`config.mk`:
```
export PLATFORM = sky130hd
export DESIGN_NAME = oam_dma
export DESIGN_NICKNAME = d
export VERILOG_FILES = /design/src/rtl/oam_dma.sv
export SDC_FILE = /design/constraint.sdc
export NUM_CORES = 1
export LEC_CHECK = 0
export BUFFER_PORTS_ARGS = -buffer_cell sky130_fd_sc_hd__buf_2
export CAP_MARGIN = 25
export CORE_ASPECT_RATIO = 0.8
export CORE_MARGIN = 2
export CORE_UTILIZATION = 46
export DETAILED_ROUTE_END_ITERATION = 8
export PLACE_DENSITY_LB_ADDON = 0.2
export SYNTH_ARGS = -nofsm -noshare
export SYNTH_HDL_FRONTEND = slang
export SYNTH_SLANG_ARGS = --single-unit
export TNS_END_PERCENT = 50
```
`constraint.sdc`:
```
create_clock -name i_clk -period 1.5 [get_ports i_clk]
set_input_delay 0.15 -clock i_clk [delete_from_list [all_inputs] [get_ports i_clk]]
set_output_delay 0.15 -clock i_clk [all_outputs]
set_load 0.01 [all_outputs]
```
`src/rtl/oam_dma.sv`:
```
// OAM DMA engine: halts the CPU and copies one 256-byte page into OAM.
// State advances on falling edges of i_clk qualified by i_ce.
module oam_dma (
  input  logic        i_clk,
  input  logic        i_reset_n,
  input  logic        i_ce,
  input  logic        i_dma_wr,
  input  logic [7:0]  i_dma_page,
  input  logic [7:0]  i_oamaddr,
  input  logic [7:0]  i_bus_data,
  output logic [15:0] o_bus_address,
  output logic        o_bus_rw_n,
  output logic        o_cpu_rdy,
  output logic        o_oam_wr,
  output logic [7:0]  o_oam_address,
  output logic [7:0]  o_oam_data,
  output logic        o_busy
);

  localparam logic [2:0] S_IDLE  = 3'd0;
  localparam logic [2:0] S_HALT  = 3'd1;
  localparam logic [2:0] S_ALIGN = 3'd2;
  localparam logic [2:0] S_READ  = 3'd3;
  localparam logic [2:0] S_WRITE = 3'd4;

  logic [2:0] state_q, state_d;
  logic       parity_q, parity_d;
  logic [7:0] page_q, page_d;
  logic [7:0] base_q, base_d;
  logic [7:0] index_q, index_d;
  logic [7:0] data_q, data_d;

  always_comb begin
    state_d  = state_q;
    parity_d = ~parity_q;
    page_d   = page_q;
    base_d   = base_q;
    index_d  = index_q;
    data_d   = data_q;
    case (state_q)
      S_IDLE: begin
        if (i_dma_wr) begin
          state_d = S_HALT;
          page_d  = i_dma_page;
          base_d  = i_oamaddr;
          index_d = 8'd0;
        end
      end
      // Reads must land on get cycles: the cycle after HALT has parity ~parity_q.
      S_HALT:  state_d = parity_q ? S_READ : S_ALIGN;
      S_ALIGN: state_d = S_READ;
      S_READ: begin
        data_d  = i_bus_data;
        state_d = S_WRITE;
      end
      S_WRITE: begin
        index_d = index_q + 8'd1;
        state_d = (index_q == 8'hFF) ? S_IDLE : S_READ;
      end
      default: state_d = S_IDLE;
    endcase
  end

  always_ff @(negedge i_clk or negedge i_reset_n) begin
    if (!i_reset_n) begin
      state_q  <= S_IDLE;
      parity_q <= 1'b0;
      page_q   <= 8'd0;
      base_q   <= 8'd0;
      index_q  <= 8'd0;
      data_q   <= 8'd0;
    end else if (i_ce) begin
      state_q  <= state_d;
      parity_q <= parity_d;
      page_q   <= page_d;
      base_q   <= base_d;
      index_q  <= index_d;
      data_q   <= data_d;
    end
  end

  // Outputs decode registered state only; nothing flows from inputs.
  assign o_bus_address = (state_q == S_READ)  ? {page_q, index_q} : 16'd0;
  assign o_bus_rw_n    = 1'b1;
  assign o_oam_wr      = (state_q == S_WRITE);
  assign o_oam_address = (state_q == S_WRITE) ? (base_q + index_q) : 8'd0;
  assign o_oam_data    = (state_q == S_WRITE) ? data_q : 8'd0;
  assign o_cpu_rdy     = (state_q == S_IDLE);
  assign o_busy        = (state_q != S_IDLE);

endmodule

```
[After elaboration in Yosys (flattened, before gate mapping)]
Index checks and enable logic that the tools add are counted.
Cells by class
  multipliers: 0
  multiplexer cells: 9
  divide/modulo/power cells: 0
  order comparisons: 0
  shifts and indexed selects: 0
  bitwise operators: 1
  reduce and logical (&&, ||, !) cells: 7
  eq/ne operators: 6
  $add $sub $neg: 2
Operators with widths (number)
  2-to-1 mux 8 bit: 3
  2-to-1 mux 16 bit: 1
  one-hot mux 8 bit (2 select lines): 1
  one-hot mux 3 bit (5 select lines): 1
  adder 8 x 1 -> 8 bit (second input constant): 1
  adder 8 bit: 1
  equality test 8 bit (second input constant): 1
  equality test 3 x 2 -> 1 bit (second input constant): 2
  AND reduction 3 bit: 2
  AND reduction 2 bit: 2
  equality test 3 x 1 -> 1 bit (second input constant): 1
  equality test 3 bit (second input constant): 1
  logical NOT 3 bit: 1
  2-to-1 mux 3 bit: 1
  nonzero test 3 bit: 1
  2-to-1 mux 2 bit: 1
  inequality test 2 bit (second input constant): 1
  nonzero test 2 bit: 1
  2-to-1 mux 1 bit: 1
  NOT 1 bit: 1
Storage, ports and cells
  register bits after elaboration: 36
  latch bits: 0
  memory bits (read-only): 0
  output and inout port bits: 36
  logic and storage cells: 31
  bits of input ports: 28
  bits in writable memories: 0
  memories kept: 0

[Longest topological paths before layout]
  word-level depth: 3
  gate-level depth with buffers: 7

==> results.json <==
{
  "antennaDiodeCount": 0,
  "path_buf_inv": 1,
  "dr_total_vias": 2203,
  "seq_area_frac_synth": 0.432,
  "ios": 64,
  "power_density_mw_per_mm2": 1540,
  "multi_input_comb_area_mm2": 0.00142,
  "status": "finished, violations left",
  "synth_commonest_cells": "nand2_1, dfrtn_1, and3_1",
  "critPathMaxStageDelay_ns": 0.48,
  "grtUsageTotal": 0.254,
  "hold_viol": 0,
  "r2r_start": "state_q[2]",
  "p_switching_mw": 2.10,
  "start_util": 0.490,
  "leakage_nw": 1.77,
  "design_area_mm2": 0.00363,
  "cp-startpoint": "base_q[2]",
  "portBuffers": 62,
  "dp_slack_ns": -0.937,
  "clock_skew_ns": 0.00280,
  "worstHoldStart": "page_q[6]",
  "p_seq_frac": 0.299,
  "yosys_warnings": 0,
  "violations": "negative setup slack",
  "final_max_slew_viol_count": 0,
  "die_area_mm2": 0.00509,
  "worstHoldEndpoint": "page_q[6]",
  "dr.pass1.iters": 4,
  "p_sw_frac": 0.375,
  "power_frac_clock": 0.126,
  "r2r_end": "index_q[6]",
  "die_width_um": 79.3,
  "synth.distinct_cells": 44,
  "grt_start_max_net_pins": 37,
  "syn_nets": 271,
  "ys_ff_latch": 36,
  "path_cells": "ha_4 > a21oi_4 > a211oi_2 > or3_1 > a21oi_2 > buf_2",
  "synth.area.top_cells": "dfrtn_1, nand2_1, and3_1",
  "clk_pin_slew_ns": 0.05,
  "layout-drive-gt1-share": 0.568,
  "core_mm2": 0.00426,
  "syn_inst": 234,
  "yosysMostFrequentCell": "nand2_1",
  "routed_wirelength_um": 7120,
  "syn_area_per_cell_um2": 8.91,
  "cp.required_ns": 1.35,
  "numCtsBuffers": 5,
  "place_congestion": 0.779,
  "die_h_um": 64.2,
  "worstSetupStartpointType": "flip-flop",
  "cp_top_family": "flip-flops",
  "critPathArrivalTime_ns": 2.63,
  "yosysTopAreaCell": "dfrtn_1",
  "hold_depth": 2,
  "via_per_inst": 5.39,
  "overflow": 0,
  "nNetsFinal": 388,
  "async_flop_share": 1.00,
  "placedInstanceArea_mm2": 0.00292,
  "area_delta_synth_final_pct": 74.1,
  "grt_pass1_wl_um": 9960,
  "drtAntennaViolNets": 0,
  "clock_path_buffers": 2,
  "tritoncts": "yes",
  "ir_worst_vdd_v": 0.00129,
  "endpoint_kind": "primary output",
  "synth-edff-count": 0,
  "intPower_mw": 3.50,
  "avgRoutedWirePerCell_um": 17.4,
  "syn_area_mm2": 0.00208,
  "cp_max_fo": 3,
  "holdCritPathClass": "flip-flop to flip-flop",
  "clock-sinks": 36,
  "postCtsHoldBufs": 0,
  "drtIter0Drc": 152,
  "combPwrFrac": 0.575,
  "post-route-drc-count": 0,
  "rsz0062_at_grt": "yes",
  "fin_tns_setup_ns": -37.37,
  "synth_flop_cell": "dfrtn_1",
  "clock_latency_ns": 0.29,
  "detailed_place_hpwl_um": 3910,
  "rows": 21,
  "ctsHtreeMaxLevel": 2,
  "antenna_found_initial": 0,
  "path_class": "flip-flop to primary output",
  "first_global_vias": 2153,
  "slowest_stage": "dfrtn_1",
  "rrSetupSlack_ns": -0.33,
  "setup_violations": 69,
  "maxCapViolations": 0,
  "fill_cells": 211,
  "ff_latch_area_um2": 901,
  "reg2reg_depth": 8,
  "synth.top_cell.area_share": 0.432,
  "clockRootBuffer": "clkbuf_8",
  "setup_ws_ns": -1.28
}
## worst max-delay path by stage
stage	to	slack [ns]	cells after the start
finish	o_oam_address[7]	-1.28	6
global route	o_oam_address[7]	-1.33	6
CTS	o_oam_address[6]	-1.24	7
detailed placement	o_oam_address[6]	-0.94	7
global placement	o_oam_address[7]	-0.91	6
floorplan	o_oam_address[7]	-0.90	5
## cell families (layout without fill, tap and decap cells)
group                      after synthesis  in the layout  synth area share
muxes                                    8              8            0.0432
other                                    1              1           0.00180
buffers and inverters                   21            139            0.0516
and+or+nand+nor                        122            122             0.293
AOI/OAI and AO/OA                       31             31            0.0954
DFF                                     36             36             0.432
adders and majority gates                9              9            0.0576
xor gates and xnor gates                 6              6            0.0252
## per-stage QoR
step | total power, mW | util | hold slack, ns | std cells
final | 5.60 | 0.853 | 0.425 | 409
after global routing | 5.93 | 0.853 | 0.449 | 409
after CTS | 5.10 | 0.787 | 0.426 | 401
after detailed placement | 3.80 | 0.686 | 0.425 | 381
after global placement | 3.71 | 0.686 | 0.420 | 381
after floorplan | 3.02 | - | 0.405 | 234
## cell type report
class | count | share of cell area
Multi-Input combinational cell | 177 | 0.392
Timing Repair Buffer | 122 | 0.304
Sequential cell | 36 | 0.248
Clock buffer | 8 | 0.0248
Tap cell | 57 | 0.0196
Inverter | 9 | 0.0107
## per-layer routing
| metal | wire (um) | part of all wire | global-route usage |
|---|---|---|---|
| met1 | 2870 | 0.40 | 0.320 |
| met2 | 3680 | 0.52 | 0.438 |
| met3 | 378 | 0.053 | 0.0466 |
| met4 | 192 | 0.027 | 0.0905 |
| met5 | 0 | 0 | 0 |
## power groups by stage
stage / Sequential, mW / Clock (mW) / Combinational [mW]
6_report: 1.67 / 0.704 / 3.22
5_1_grt: 1.71 / 0.772 / 3.45
4_1_cts: 1.62 / 0.711 / 2.77
3_5_place_dp: 1.63 / 0 / 2.16
3_3_place_gp: 1.61 / 0 / 2.10
2_1_floorplan: 1.64 / 0 / 1.38
## worst reg2reg max path, cell delays in order (launching register included)
cell and delay [ns]:
dfrtn_1 0.43, or3b_4 0.45, inv_6 0.13, buf_16 0.12, buf_4 0.09, buf_4 0.12, nand4_1 0.10, xor2_1 0.16
nor2_1 0.06
## cell usage in the layout (no fill, tap or decap), types with 2 or more instances in the layout
| cell type | n |
|---|---|
| nand4_1 | 4 |
| and3_4 | 18 |
| a21oi_2 | 3 |
| buf_12 | 4 |
| ha_2 | 2 |
| a32o_1 | 2 |
| o21ai_0 | 3 |
| clkbuf_1 | 2 |
| dfrtn_1 | 36 |
| nand2_2 | 4 |
| mux2_2 | 8 |
| xnor2_1 | 3 |
| buf_2 | 34 |
| buf_6 | 45 |
| o21ai_1 | 6 |
| buf_4 | 36 |
| nor2_1 | 7 |
| and2_4 | 10 |
| o21ai_2 | 2 |
| a21oi_4 | 3 |
| clkbuf_8 | 6 |
| clkbuf_16 | 2 |
| and3_1 | 2 |
| nand3_1 | 2 |
| nand3_4 | 2 |
| a211o_1 | 2 |
| ha_4 | 3 |
| xor2_1 | 2 |
| nor3b_2 | 2 |
| and2_1 | 2 |
| ha_1 | 3 |
| inv_1 | 7 |
| nand2_1 | 54 |
## sequential cells by signal, indices dropped and copies added (netlist names)
name,flops
page_q,8
base_q,8
parity_q,1
data_q,8
state_q,3
index_q,8
## what timing repair did
item                                    4_1_cts  5_1_grt
pin swaps                                    12       24
buffers inserted                             10       11
cloned                                        2        2
gates resized for setup                      46       46
endpoints found under the setup margin       68       70
(Power assumes the default switching activity.)
